**src/rtl/ifu_pkg.sv**
```systemverilog
// Shared constants and the {pc, instr} record used by the instruction-fetch unit.
package ifu_pkg;

    localparam int INSTR_W  = 32;
    localparam int PC_W_MAX = 64;

    localparam logic [PC_W_MAX-1:0] DEFAULT_RESET_PC = 64'h0000_0000_8000_0000;

    // pc is sized for the widest supported XLEN; narrower cores zero-extend into it.
    typedef struct packed {
        logic [PC_W_MAX-1:0] pc;
        logic [INSTR_W-1:0]  instr;
    } fetch_entry_t;

endpackage

```
**src/rtl/ifu_fifo.sv**
```systemverilog
// Parametrised synchronous FIFO with flush and occupancy count; DEPTH must be a power of 2.
module ifu_fifo #(
    parameter int WIDTH = 8,
    parameter int DEPTH = 4,
    localparam int PTR_W = $clog2(DEPTH),
    localparam int CNT_W = $clog2(DEPTH + 1)
) (
    input  logic             clk,
    input  logic             rst_n,
    input  logic             push,
    input  logic [WIDTH-1:0] wdata,
    input  logic             pop,
    input  logic             flush,
    output logic [WIDTH-1:0] rdata,
    output logic [CNT_W-1:0] count
);

    logic [WIDTH-1:0] mem_q [DEPTH];
    logic [PTR_W-1:0] wr_ptr_q, wr_ptr_d;
    logic [PTR_W-1:0] rd_ptr_q, rd_ptr_d;
    logic [CNT_W-1:0] count_q, count_d;
    logic             do_push, do_pop;

    always_comb begin
        // NOTE: every signal gets a default first, so no path through this block can infer a latch.
        do_push  = push & ~flush;
        do_pop   = pop & (count_q != '0) & ~flush;
        wr_ptr_d = wr_ptr_q;
        rd_ptr_d = rd_ptr_q;
        count_d  = count_q;
        if (flush) begin
            wr_ptr_d = '0;
            rd_ptr_d = '0;
            count_d  = '0;
        end else begin
            if (do_push) wr_ptr_d = wr_ptr_q + PTR_W'(1);
            if (do_pop)  rd_ptr_d = rd_ptr_q + PTR_W'(1);
            count_d = count_q + CNT_W'(do_push) - CNT_W'(do_pop);
        end
    end

    // NOTE: sequential state uses non-blocking assignments so every flop samples pre-edge values.
    always_ff @(posedge clk or negedge rst_n) begin
        if (!rst_n) begin
            wr_ptr_q <= '0;
            rd_ptr_q <= '0;
            count_q  <= '0;
        end else begin
            wr_ptr_q <= wr_ptr_d;
            rd_ptr_q <= rd_ptr_d;
            count_q  <= count_d;
        end
    end

    // NOTE: storage is deliberately not reset; an entry is only ever read after count marks it written.
    always_ff @(posedge clk) begin
        if (do_push) mem_q[wr_ptr_q] <= wdata;
    end

    assign rdata = mem_q[rd_ptr_q];
    assign count = count_q;

endmodule

```
**src/rtl/ifu_prefetch.sv**
```systemverilog
// Instruction-fetch unit: credit-limited sequential fetch, in-order prefetch buffer and
// redirect handling that discards stale in-flight responses.
module ifu_prefetch
    import ifu_pkg::*;
#(
    parameter int              XLEN     = 64,
    parameter int              DEPTH    = 4,
    parameter logic [XLEN-1:0] RESET_PC = XLEN'(DEFAULT_RESET_PC)
) (
    input  logic               clk,
    input  logic               rst_n,
    output logic               imem_req_valid,
    input  logic               imem_req_ready,
    output logic [XLEN-1:0]    imem_req_addr,
    input  logic               imem_rsp_valid,
    input  logic [INSTR_W-1:0] imem_rsp_data,
    input  logic               redirect_valid,
    input  logic [XLEN-1:0]    redirect_pc,
    output logic               out_valid,
    input  logic               out_ready,
    output logic [XLEN-1:0]    out_pc,
    output logic [INSTR_W-1:0] out_instr
);

    localparam int CNT_W = $clog2(DEPTH + 1);
    localparam int SUM_W = CNT_W + 2;

    logic [XLEN-1:0]  fetch_pc_q, fetch_pc_d;
    logic [CNT_W-1:0] live_q, live_d;
    logic [CNT_W-1:0] drop_q, drop_d;
    logic             active_q, active_d;

    logic             req_fire, keep_rsp, drop_rsp, out_pop;
    logic [SUM_W-1:0] credit_sum;
    logic [XLEN-1:0]  pcq_pc;
    logic [CNT_W-1:0] pcq_count, obuf_count;
    fetch_entry_t     obuf_wdata, obuf_rdata;
    logic             unused_bits;

    always_comb begin
        credit_sum = SUM_W'(live_q) + SUM_W'(drop_q) + SUM_W'(obuf_count);
        // active_q holds requests off until the first clock edge after reset release.
        imem_req_valid = active_q & ~redirect_valid & (credit_sum < SUM_W'(DEPTH));
        imem_req_addr  = {fetch_pc_q[XLEN-1:2], 2'b00};
        req_fire       = imem_req_valid & imem_req_ready;
        keep_rsp       = imem_rsp_valid & (drop_q == '0);
        drop_rsp       = imem_rsp_valid & (drop_q != '0);

        out_valid = (obuf_count != '0);
        out_pop   = out_valid & out_ready;
        out_pc    = out_valid ? obuf_rdata.pc[XLEN-1:0] : '0;
        out_instr = out_valid ? obuf_rdata.instr : '0;

        obuf_wdata.pc    = PC_W_MAX'(pcq_pc);
        obuf_wdata.instr = imem_rsp_data;
    end

    always_comb begin
        active_d   = 1'b1;
        fetch_pc_d = fetch_pc_q;
        live_d     = live_q;
        drop_d     = drop_q;
        if (redirect_valid) begin
            // Every outstanding request becomes one to discard; a response arriving now is one fewer.
            fetch_pc_d = {redirect_pc[XLEN-1:2], 2'b00};
            live_d     = '0;
            drop_d     = drop_q + live_q - CNT_W'(imem_rsp_valid);
        end else begin
            if (req_fire) fetch_pc_d = fetch_pc_q + XLEN'(4);
            live_d = live_q + CNT_W'(req_fire) - CNT_W'(keep_rsp);
            drop_d = drop_q - CNT_W'(drop_rsp);
        end
    end

    always_ff @(posedge clk or negedge rst_n) begin
        if (!rst_n) begin
            active_q   <= 1'b0;
            fetch_pc_q <= RESET_PC;
            live_q     <= '0;
            drop_q     <= '0;
        end else begin
            active_q   <= active_d;
            fetch_pc_q <= fetch_pc_d;
            live_q     <= live_d;
            drop_q     <= drop_d;
        end
    end

    ifu_fifo #(.WIDTH(XLEN), .DEPTH(DEPTH)) u_pc_queue (
        .clk   (clk),
        .rst_n (rst_n),
        .push  (req_fire),
        .wdata (imem_req_addr),
        .pop   (keep_rsp),
        .flush (redirect_valid),
        .rdata (pcq_pc),
        .count (pcq_count)
    );

    // The credit check guarantees a kept response always finds room here.
    ifu_fifo #(.WIDTH($bits(fetch_entry_t)), .DEPTH(DEPTH)) u_out_buf (
        .clk   (clk),
        .rst_n (rst_n),
        .push  (keep_rsp & ~redirect_valid),
        .wdata (obuf_wdata),
        .pop   (out_pop),
        .flush (redirect_valid),
        .rdata (obuf_rdata),
        .count (obuf_count)
    );

    // PC-queue occupancy always equals live_q, and redirect_pc[1:0] is ignored by design.
    assign unused_bits = ^{pcq_count, redirect_pc[1:0]};

endmodule
```
**config.mk**
```make
export PLATFORM = sky130hd
export DESIGN_NAME = ifu_prefetch
export DESIGN_NICKNAME = d
export VERILOG_FILES = /design/src/rtl/ifu_pkg.sv /design/src/rtl/ifu_fifo.sv /design/src/rtl/ifu_prefetch.sv
export SDC_FILE = /design/constraint.sdc
export NUM_CORES = 1
export LEC_CHECK = 0
export ABC_AREA = 1
export CAP_MARGIN = 20
export CELL_PAD_IN_SITES_DETAIL_PLACEMENT = 1
export CELL_PAD_IN_SITES_GLOBAL_PLACEMENT = 1
export CORE_MARGIN = 5
export CORE_UTILIZATION = 52
export CTS_BUF_LIST = sky130_fd_sc_hd__clkbuf_8
export DETAILED_ROUTE_END_ITERATION = 10
export PLACE_DENSITY_LB_ADDON = 0.1
export SYNTH_ARGS = -nofsm -noshare
export SYNTH_HDL_FRONTEND = slang
export SYNTH_HIERARCHICAL = 1
export SYNTH_SLANG_ARGS = --single-unit
```
**constraint.sdc**
```tcl
create_clock -name clk -period 8.4 [get_ports clk]
set_input_delay 1.68 -clock clk [delete_from_list [all_inputs] [get_ports clk]]
set_output_delay 1.68 -clock clk [all_outputs]
set_load 0.1 [all_outputs]
```
Word level (Yosys, flattened, before mapping)
Memory sizes are Yosys's and may differ from the RTL's. Cells that the tools add are included.

Register bits after elaboration: 85. RAM bits: 632. Word-level logic and storage cells: 72. Memories: 2.

Memory list: u_out_buf.mem_q (words 4, width 96, read ports 1, clocked after Yosys merged registers in 0, write ports 1, line ifu_fifo.sv:18) `logic [WIDTH-1:0] mem_q [DEPTH];`; u_pc_queue.mem_q (words 4, width 62, read ports 1, clocked after Yosys merged registers in 0, write ports 1, line ifu_fifo.sv:18).

Add/sub/neg operators: 16. Magnitude comparators: 1. Multiplexer cells: 20. Bitwise gates (word level): 14. Reduce and logical (&&, ||, !) cells: 9.

Operators with widths (count): $mux 64 (3); $add 64x3->64 const B (1); $mux 32 (1); $mux 2 (8); $sub 3x1->3 (5); $and 1x1->1 (13); $mux 3 (4); $reduce_bool 2->1 (5); $add 3x1->3 (3); $reduce_bool 3->1 (3); $add 2x1->2 const B (4); $add 4x3->5 (1); $lt 5x3->1 const B (1); $add 3x3->4 (1); $mux 1 (4); $add 3x3->3 (1); $logic_not 3->1 (1); $not 1->1 (1).

Logic depth before layout (Yosys ltp)
Gate-level depths: netlist of the first run.

Depth in word-level cells: 9. Gate-level depth with buffers: 21. Mapped depth without buffers: 19.

Hierarchy
Netlist of the first run, hierarchy kept.

Modules (own cells, without submodules): ifu_fifo at u_out_buf (instances 1, cells each 985, area an instance 14645.3 sq um, sequential area each 11706.2 sq um); ifu_fifo at u_pc_queue (instances 1, cells each 676, area an instance 9979.6 sq um, sequential area each 7862.5 sq um); ifu_prefetch (instances 1, cells each 1140, area an instance 6528.8 sq um, sequential area each 1727.9 sq um).

Worst setup path after synthesis of the first run
No wires, ideal clock.

Path kind: input -> register. From: input redirect_valid. To: memory u_out_buf/mem_q[0][0] (netlist bit) (enable). Data arrival time: 6.713 ns. Data required time: 7.848 ns. Setup slack: 1.135 ns. Stages on the path: 6. Buffers on the path: 3. Cell sequence: buf_2 clkbuf_1 buf_1 nor3_1 nand2_1 nor2_1.

Longest elaborated chain between the ends: 5.

RTL lines: start: declaration (line ifu_prefetch.sv:17) `input logic redirect_valid,`; $not 1->1 (*) (line ifu_fifo.sv:26, ifu_prefetch.sv:104); $and 1x1->1 (line ifu_prefetch.sv:104) `.push (keep_rsp & ~redirect_valid),`; $and 1x1->1 (*) (line ifu_fifo.sv:26) `do_push = push & ~flush;`; $mux 1 (*) (line ifu_fifo.sv:57) `if (do_push) mem_q[wr_ptr_q] <= wdata;`; $mux 1 (implied by the code) (*) (line ifu_fifo.sv:57); end: declaration (line ifu_fifo.sv:18).

Every way passes the cells marked *; elsewhere a longest branch is shown, timed or not.

==> flow_metrics.py, run 1 <==
metrics = {
    "setup_path": {
        "path_class": "flip-flop to primary output",
        "required_ns": 6.72,
        "crit_family": "buffers and inverters",
        "max_stage_delay_ns": 1.15,
        "worstPathBufferInverterCount": 4,
        "crit_slowest_cell": "clkdlybuf4s50_1",
        "crit_chain": "inv_6 -> buf_4 -> o21ai_1 -> o22ai_1 -> inv_1 -> nor2_1 -> clkdlybuf4s50_1",
        "cp-end-kind": "primary output",
        "startpoint_type": "flip-flop",
        "worstPathMaxFanout": 102,
        "arrival_ns": 4.82,
    },
    "status": {
        "status": "completed",
    },
    "cells_and_area": {
        "finalNonFillerCells": 3936,
        "drive_gt1_frac": 0.0718,
        "layout_commonest_cell": "edfxtp_1",
        "area.growth.synth_to_final_pct": 16.0,
        "most-common-layout-cells": "edfxtp_1, nor2_1, nand2_1",
        "final_nets": 3200,
    },
    "grt": {
        "grt_pass1_wl_um": 136000,
        "first_global_vias": 24187,
        "grt_remaining_overflow": 0,
        "grt_max_degree": 111,
        "antenna_found_initial": 1,
        "grt_use_total": 0.273,
    },
    "synth": {
        "async_flop_share": 0.115,
        "ys_top_cells_by_area": "edfxtp_1, nor2_1, dfrtp_1",
        "yosys_most_used_dff": "edfxtp_1",
        "synthDistinctLibCells": 38,
        "avgSynthCellArea_um2": 11.1,
        "ys_seq_elements": 723,
        "synth_top_area_frac": 0.617,
        "yosysWarnings": 6,
        "syn_area_mm2": 0.0312,
        "ys_seq_area_frac": 0.684,
        "netlist_instances": 2801,
        "synth_edf_count": 640,
        "synth_area_leader_cell": "edfxtp_1",
    },
    "timing": {
        "finalHoldViolCount": 0,
        "worst_pin_slew_ns": 1.10,
        "postLayoutSetupSlackWorst_ns": 1.90,
        "fin_worst_skew_ns": 0.0269,
        "period_minus_slack_ns": 6.50,
        "min_period_over_period": 0.774,
        "rsz0062_at_grt": "no",
        "max_freq_mhz": 154,
        "finalMaxSlewViolations": 0,
        "slew_headroom": 0.262,
        "fin_setup_tns_ns": 0,
        "setup_violations": 0,
    },
    "die": {
        "design.die.area_mm2": 0.0649,
        "initial_utilization": 0.527,
        "die_y_um": 255,
        "rows": 89,
        "ios": 264,
        "coreArea_mm2": 0.0591,
        "die_width_um": 255,
    },
    "detailed_routing": {
        "firstDrtPassIters": 5,
        "wl_met3_um": 4750,
        "detail-route-antenna-nets": 0,
        "drt_iter0_drc": 1732,
        "totalWireLength_um": 89100,
        "drt-met1-wl_um": 36500,
        "post_drt_via_cell_ratio": 5.68,
        "via_count": 22339,
        "routed-wl-met2_um": 44900,
        "drc": 0,
        "top_layer": "met4",
        "wl_per_cell_um": 22.6,
    },
    "clocking": {
        "cts_htree_levels": 3,
        "numCtsBuffers": 111,
        "clock_latency_ns": 0.71,
        "cts_resized": 0,
        "clk_pin_slew_ns": 0.06,
        "ctsLongestPathBuffers": 3,
        "cts_setup_buffers": 0,
        "cts_tree": "built",
        "cts.sinks": 723,
        "clock_tree.root_cell": "clkbuf_8",
        "hold_buffers": 0,
    },
    "pwr": {
        "p_per_area_mw_per_mm2": 233,
        "power.leakage_nw": 13.3,
        "vdd_drop_max_v": 0.000167,
    },
    "worst_hold_path": {
        "min_path_type": "flip-flop to flip-flop",
    },
    "placement": {
        "io_buffers": 259,
        "pre_cts_slack_ns": 2.64,
        "dp_hpwl_um": 56900,
        "place_congestion": 0.903,
        "placed_cells": 3727,
    },
    "flow_run": {
        "maxCapViolations": 0,
    },
}
-- routing by layer --
| metal | vias to the layer above | global-route usage |
|---|---|---|
| met5 | - | 0 |
| met4 | 0 | 0.102 |
| met3 | 142 | 0.0400 |
| met2 | 713 | 0.470 |
| met1 | 11271 | 0.355 |
| li1 | 10213 | - |
-- worst reg2reg max path: stages, from the launching register on --
cell and delay (ns):
dfrtp_1 0.51, inv_1 0.13, fa_1 0.48, a21oi_1 0.18, fa_1 0.44, nor2_1 0.10
nand2_1 0.07, a21oi_2 0.14, nand3_2 0.08, buf_4 0.30, inv_6 0.48, nand2_1 0.41
nor2_4 0.64, buf_4 0.71
-- layout make-up --
| cell class | count | area, um2 |
|---|---|---|
| Timing Repair Buffer | 287 | 2840 |
| Antenna cell | 2 | 5.00 |
| Inverter | 223 | 848 |
| Clock buffer | 112 | 1540 |
| Fill cell | 6254 | 23000 |
| Sequential cell | 723 | 21300 |
| Tap cell | 773 | 967 |
| Multi-Input combinational cell | 1722 | 8220 |
| Clock inverter | 94 | 422 |
-- worst paths after layout --
kind                            depth (start not counted)                   from                      to  slack (ns)
worst max-delay path                                    7  u_out_buf/rd_ptr_q[0]              out_pc[23]        1.90
worst min-delay path                                    2         fetch_pc_q[31]          fetch_pc_q[31]        0.61
worst max register to register                         13     u_out_buf/count[1]  u_pc_queue/mem_q[3][8]        3.29
worst min register to register                          2         fetch_pc_q[31]          fetch_pc_q[31]        0.61
max in group asynchronous                               2                  rst_n           fetch_pc_q[2]        6.30
min in group asynchronous                               1                  rst_n                active_q        0.87
-- synthesized netlist by cell type, types with 20 or more instances --
cell / instances
buf_2: 42
nand2_1: 383
nand3_1: 144
nand4_1: 20
dfrtp_1: 82
o21ai_1: 121
ha_1: 23
inv_1: 215
nor2_1: 562
o22ai_1: 160
clkbuf_1: 44
edfxtp_1: 640
buf_6: 35
o21ai_0: 218
-- per-stage QoR --
stage / total power, mW / util / hold slack, ns / cell area, um2
after floorplan: 5.37 / - / 0.570 / 31200
after global placement: 5.80 / 0.578 / 0.582 / 34200
after detailed placement: 5.86 / 0.578 / 0.599 / 34200
after CTS: 8.47 / 0.611 / 0.610 / 36100
after global routing: 8.77 / 0.611 / 0.629 / 36100
final: 8.40 / 0.611 / 0.611 / 36100
-- kinds of logic (layout without fill, tap and decap cells) --
family	count (synthesis)	after routing	share of synthesized area
other cells	2	13	0.000241
xor+xnor	28	28	0.00787
mux	1	1	0.000321
compound gates	504	504	0.0876
fa+ha+maj	30	30	0.0137
flops	723	723	0.684
buf+inv	365	716	0.0560
simple gates	1148	1148	0.151
-- state kept, by name, summed over array words and instances (netlist names) --
| name | flops |
|---|---|
| live_q | 3 |
| u_out_buf/count | 3 |
| fetch_pc_q | 62 |
| u_pc_queue/wr_ptr_q | 2 |
| active_q | 1 |
| u_pc_queue/mem_q | 256 |
| u_pc_queue/count | 3 |
| drop_q | 3 |
| u_out_buf/rd_ptr_q | 2 |
| u_out_buf/mem_q | 384 |
| u_pc_queue/rd_ptr_q | 2 |
| u_out_buf/wr_ptr_q | 2 |
-- report_power, final --
part / switching, mW / internal, mW / leakage (nW)
Clock: 1.35 / 1.27 / 1.16
Combinational: 1.06 / 0.363 / 5.39
Sequential: 0.254 / 4.11 / 6.80
Note: power is estimated with default switching activity, not from simulation.
==> inputs of run 2 (changes only) <==
--- a/config.mk
+++ b/config.mk
@@ -10,7 +10,7 @@
 export CELL_PAD_IN_SITES_DETAIL_PLACEMENT = 1
 export CELL_PAD_IN_SITES_GLOBAL_PLACEMENT = 1
 export CORE_MARGIN = 5
-export CORE_UTILIZATION = 52
+export CORE_UTILIZATION = 44
 export CTS_BUF_LIST = sky130_fd_sc_hd__clkbuf_8
 export DETAILED_ROUTE_END_ITERATION = 10
 export PLACE_DENSITY_LB_ADDON = 0.1
==> constraint.sdc (replaced) <==
create_clock -name clk -period 5.75 [get_ports clk]
set_input_delay 1.15 -clock clk [delete_from_list [all_inputs] [get_ports clk]]
set_output_delay 1.15 -clock clk [all_outputs]
set_load 0.1 [all_outputs]
==> run 2 against run 1 <==
Compared with the run above:
- global-route usage down 4.6 points
- largest cell class unchanged
- power up 50%
- final cell count increased by 4.5%
- highest routed layer unchanged
- core utilization shrank 9.0 points
- clock power up 58%
==> flow_metrics.py, run 2 (same netlist as run 1, synthesis figures left out) <==
metrics = {
    "timing": {
        "slew_headroom": 0.286,
        "finalHoldViolCount": 0,
        "finalMaxSlewViolations": 0,
        "rsz0062_at_grt": "no",
        "postLayoutSetupSlackWorst_ns": 0.608,
        "fin_worst_skew_ns": 0.0375,
        "fin_setup_tns_ns": 0,
        "period_minus_slack_ns": 5.14,
        "min_period_over_period": 0.894,
        "max_freq_mhz": 194,
        "worst_pin_slew_ns": 1.07,
        "setup_violations": 0,
    },
    "cells_and_area": {
        "utilization": 0.522,
        "area.growth.synth_to_final_pct": 17.5,
        "top_regs": "u_out_buf/mem_q x384, u_pc_queue/mem_q x256, fetch_pc_q x62",
        "drive_gt1_frac": 0.108,
        "final_nets": 3218,
        "layout_commonest_cell": "edfxtp_1",
        "top_register": "u_out_buf/mem_q",
        "final_area_mm2": 0.0366,
        "most-common-layout-cells": "edfxtp_1, nor2_1, nand2_1",
        "largest_reg_flops": 384,
    },
    "grt": {
        "grt_remaining_overflow": 0,
        "grt_use_total": 0.227,
        "grt_pass1_wl_um": 137000,
        "antenna_found_initial": 1,
        "first_global_vias": 23818,
        "grt_max_degree": 148,
    },
    "setup_path": {
        "cp-end-kind": "primary output",
        "arrival_ns": 3.99,
        "crit_family": "buffers and inverters",
        "crit_slowest_cell": "clkdlybuf4s50_1",
        "worstPathBufferInverterCount": 3,
        "crit_chain": "inv_1 -> fa_1 -> a21oi_1 -> fa_1 -> nor2_1 -> nand2_1 -> a21oi_2 -> nand2_1 -> inv_1 -> clkdlybuf4s50_1",
        "required_ns": 4.60,
        "startpoint_type": "flip-flop",
        "max_stage_delay_ns": 1.12,
        "worstPathMaxFanout": 5,
        "path_class": "flip-flop to primary output",
    },
    "pwr": {
        "p_per_area_mw_per_mm2": 344,
        "intPower_mw": 8.67,
        "p_clk_frac": 0.329,
        "power.leakage_nw": 13.8,
        "swShare": 0.312,
        "vdd_drop_max_v": 0.000229,
        "p_seq_frac": 0.506,
        "p_comb_frac": 0.165,
        "p_sw_mw": 3.93,
    },
    "die": {
        "die_y_um": 276,
        "ios": 264,
        "die_width_um": 276,
        "initial_utilization": 0.444,
        "rows": 97,
        "design.die.area_mm2": 0.0762,
        "coreArea_mm2": 0.0701,
    },
    "clocking": {
        "cts_resized": 0,
        "cts_tree": "built",
        "numCtsBuffers": 117,
        "cts_setup_buffers": 0,
        "ctsLongestPathBuffers": 3,
        "clk_pin_slew_ns": 0.06,
        "cts.sinks": 723,
        "clock_tree.root_cell": "clkbuf_8",
        "clock_latency_ns": 0.72,
        "hold_buffers": 0,
        "cts_htree_levels": 3,
    },
    "detailed_routing": {
        "drc": 0,
        "post_drt_via_cell_ratio": 5.36,
        "drt_iter0_drc": 1378,
        "detail-route-antenna-nets": 0,
        "totalWireLength_um": 88600,
        "firstDrtPassIters": 5,
        "wl_per_cell_um": 21.5,
        "via_count": 22059,
    },
    "placement": {
        "io_buffers": 259,
        "dp_hpwl_um": 57300,
        "pre_cts_slack_ns": 1.34,
        "place_congestion": 0.903,
        "placed_area_mm2": 0.0344,
    },
    "flow_run": {
        "maxCapViolations": 0,
    },
    "worst_hold_path": {
        "min_path_type": "input port to asynchronous set/reset pin",
    },
    "status": {
        "status": "completed",
    },
}
==> run 2: cell types whose count changed in the layout (fill, tap and decap cells not counted), sizes merged, moves of 3 or more <==
cell           previous run  this run
bufinv                    1         4
clkinv                   50        31
buf                      30       138
clkbuf                  112       123
inv                     263       269
clkdlybuf4s50           257       161
==> run 2: power by group through the flow <==
stage	Clock [mW]	Combinational, mW	Sequential (mW)
2_1_floorplan	0	0.895	6.95
3_3_place_gp	0	2.06	6.45
3_5_place_dp	0	2.10	6.47
4_1_cts	4.28	2.11	6.37
5_1_grt	4.54	2.23	6.40
6_report	4.15	2.08	6.37
==> run 2: through the flow <==
stage          instances  hold slack, ns  power (mW)
6_report            4114           0.362        12.6
5_1_grt             4114           0.337        13.2
4_1_cts             4113           0.304        12.8
3_5_place_dp        3907           0.610        8.57
3_3_place_gp        3907           0.595        8.51
2_1_floorplan       2810           0.570        7.84
==> run 2: cell type report <==
class	instances	area [um2]
Inverter	223	848
Sequential cell	723	21300
Clock inverter	83	465
Timing Repair Buffer	299	2880
Multi-Input combinational cell	1722	8220
Antenna cell	1	2.50
Fill cell	7527	33600
Tap cell	940	1180
Clock buffer	123	1690
==> run 2: metal layers <==
layer	wire (um)	vias to the layer above	GRT usage
met2	43400	539	0.389
met3	3930	140	0.0334
met4	2650	0	0.0781
met5	0	-	0
met1	38600	11122	0.298
li1	-	10258	-
==> run 2: worst reg2reg max path: cells and delay by family, from the launching register on <==
kind	cells	cell delay, ns
and+or+nand+nor	5	1.35
AOI/OAI and AO/OA	2	0.33
adders and majority gates	2	0.92
buffers and inverters	3	0.55
DFF	1	0.48
==> run 2: worst paths after layout <==
path / end / startpoint / depth (start not counted) / slack [ns]
worst max-delay path: imem_req_valid / u_out_buf/count[1] / 10 / 0.61
worst min-delay path: active_q / rst_n / 1 / 0.36
worst max register to register: u_pc_queue/mem_q[2][58] / u_out_buf/count[1] / 12 / 1.77
worst min register to register: u_pc_queue/count[0] / u_pc_queue/count[0] / 3 / 0.62
max in group asynchronous: fetch_pc_q[10] / rst_n / 2 / 4.18
min in group clk: u_pc_queue/count[0] / u_pc_queue/count[0] / 3 / 0.62
==> inputs of run 3 (changes only) <==
--- a/config.mk
+++ b/config.mk
@@ -13,6 +13,7 @@
 export CORE_UTILIZATION = 44
 export CTS_BUF_LIST = sky130_fd_sc_hd__clkbuf_8
 export DETAILED_ROUTE_END_ITERATION = 10
+export GPL_TIMING_DRIVEN = 0
 export PLACE_DENSITY_LB_ADDON = 0.1
 export SYNTH_ARGS = -nofsm -noshare
 export SYNTH_HDL_FRONTEND = slang
==> run 3 against run 2 <==
Compared with the run above:
- global-route usage grew 1.9 points
- critical path depth grew 1
- clock power shrank 1%
- largest cell class unchanged
- highest routed layer unchanged
- count of clock-buffer cells in the layout is the same
==> flow_metrics.py, run 3 (same netlist as run 1, synthesis figures left out) <==
metrics = {
    "grt": {
        "first_global_vias": 24567,
        "grt_max_degree": 63,
        "antenna_found_initial": 1,
        "grt_remaining_overflow": 0,
        "grt_pass1_wl_um": 146000,
        "grt_use_total": 0.246,
    },
    "cells_and_area": {
        "nFillCells": 7603,
        "most-common-layout-cells": "edfxtp_1, nor2_1, nand2_1",
        "final_area_mm2": 0.0378,
        "drive_gt1_frac": 0.0994,
        "largest_reg_flops": 384,
        "area.growth.synth_to_final_pct": 21.2,
        "layout_commonest_cell": "edfxtp_1",
        "final_nets": 3348,
        "top_register": "u_out_buf/mem_q",
        "top_regs": "u_out_buf/mem_q x384, u_pc_queue/mem_q x256, fetch_pc_q x62",
        "utilization": 0.538,
        "finalNonFillerCells": 4252,
    },
    "pwr": {
        "total_power_mw": 12.6,
        "vdd_drop_max_v": 0.000246,
        "p_sw_mw": 4.00,
        "intPower_mw": 8.64,
        "p_per_area_mw_per_mm2": 335,
        "p_clk_frac": 0.325,
        "power.leakage_nw": 14.0,
        "swShare": 0.316,
        "p_seq_frac": 0.504,
        "p_comb_frac": 0.171,
    },
    "clocking": {
        "clock_tree.root_cell": "clkbuf_8",
        "cts_resized": 0,
        "cts_htree_levels": 3,
        "cts.sinks": 723,
        "cts_setup_buffers": 0,
        "clock_latency_ns": 0.73,
        "numCtsBuffers": 118,
        "clk_pin_slew_ns": 0.06,
        "cts_tree": "built",
        "ctsLongestPathBuffers": 3,
        "hold_buffers": 0,
    },
    "placement": {
        "placed_cells": 4036,
        "dp_hpwl_um": 68000,
        "io_buffers": 259,
        "pre_cts_slack_ns": -0.165,
        "place_congestion": 0.932,
        "placed_area_mm2": 0.0356,
    },
    "timing": {
        "hold_slack_ns": 0.343,
        "slew_headroom": 0.273,
        "setup_violations": 0,
        "fin_worst_skew_ns": 0.0411,
        "period_minus_slack_ns": 5.19,
        "rsz0062_at_grt": "no",
        "finalMaxSlewViolations": 0,
        "postLayoutSetupSlackWorst_ns": 0.559,
        "worst_pin_slew_ns": 1.09,
        "max_freq_mhz": 193,
        "finalHoldViolCount": 0,
        "min_period_over_period": 0.903,
        "fin_setup_tns_ns": 0,
    },
    "detailed_routing": {
        "totalWireLength_um": 96200,
        "drc": 0,
        "drt_iter0_drc": 1569,
        "wl_per_cell_um": 22.6,
        "via_count": 22895,
        "post_drt_via_cell_ratio": 5.38,
        "firstDrtPassIters": 5,
        "detail-route-antenna-nets": 0,
    },
    "die": {
        "rows": 97,
        "die_width_um": 276,
        "design.die.area_mm2": 0.0762,
        "initial_utilization": 0.444,
        "die_y_um": 276,
        "ios": 264,
        "coreArea_mm2": 0.0701,
    },
    "flow_run": {
        "maxCapViolations": 0,
    },
    "setup_path": {
        "required_ns": 6.16,
        "crit_slowest_cell": "nor3_1",
        "reg2reg_to": "u_pc_queue/mem_q[0][26]",
        "arrival_ns": 5.60,
        "path_class": "input port to flip-flop",
        "worstRegToRegCells": 15,
        "max_stage_delay_ns": 0.72,
        "crit_top_cell": "buf_12",
        "worstPathMaxFanout": 25,
        "startpoint_type": "input port",
        "cp-end-kind": "flip-flop",
        "regToRegSetupSlack_ns": 1.21,
        "crit_chain": "clkdlybuf4s50_1 -> buf_2 -> clkbuf_1 -> buf_1 -> nor3_1 -> nand2_1 -> nor2_4 -> buf_12 -> buf_12 -> buf_12 -> buf_16",
        "timing.rr.start": "live_q[1]",
    },
    "status": {
        "status": "completed",
    },
    "worst_hold_path": {
        "min_path_type": "input port to asynchronous set/reset pin",
    },
}
[run 3: cell types whose count changed in the layout (fill, tap and decap cells not counted), sizes merged]
cell	previous run	this run
clkdlybuf4s50	161	258
clkbuf	123	172
clkinv	31	52
buf	138	121
inv	269	258
bufinv	4	2
diode	1	2
[run 3: power groups by stage]
stage               combinational, mW  clock, mW  sequential [mW]
floorplan                       0.895          0             6.95
global placement                 2.10          0             6.47
detailed placement               2.17          0             6.47
CTS                              2.18       4.20             6.37
global route                     2.30       4.47             6.40
finish                           2.16       4.11             6.37
[run 3: layout make-up]
| type | instances | area [um2] | area share |
|---|---|---|---|
| Buffer | 142 | 900 | 0.0238 |
| Clock buffer | 123 | 1690 | 0.0448 |
| Antenna cell | 2 | 5.00 | 0.000133 |
| Timing Repair Buffer | 286 | 3180 | 0.0842 |
| Sequential cell | 723 | 21300 | 0.564 |
| Tap cell | 940 | 1180 | 0.0311 |
| Inverter | 223 | 845 | 0.0224 |
| Clock inverter | 91 | 460 | 0.0122 |
| Multi-Input combinational cell | 1722 | 8210 | 0.217 |
[run 3: how the worst max path moves through the flow]
stage | from | endpoint | slack [ns] | depth (start not counted)
finish | redirect_valid | u_out_buf/mem_q[2][40] | 0.56 | 11
CTS | u_out_buf/count[0] | out_instr[29] | 0.51 | 6
global placement | redirect_valid | u_out_buf/mem_q[3][42] | -6.42 | 7
detailed placement | redirect_valid | u_out_buf/mem_q[2][42] | -0.16 | 11
global route | u_out_buf/count[0] | out_instr[24] | 0.42 | 6
floorplan | redirect_valid | u_out_buf/mem_q[0][0] | -0.98 | 6
[run 3: layer usage]
metal	vias to the layer above	part of all wire	GRT usage
met3	181	0.046	0.0345
li1	10535	-	-
met2	649	0.50	0.426
met4	0	0.036	0.0923
met5	-	0	0
met1	11530	0.42	0.318
[run 3: critical path, delay by kind of cell]
family / cells / cell delay [ns]
buf+inv: 8 / 2.61
simple gates: 3 / 1.77
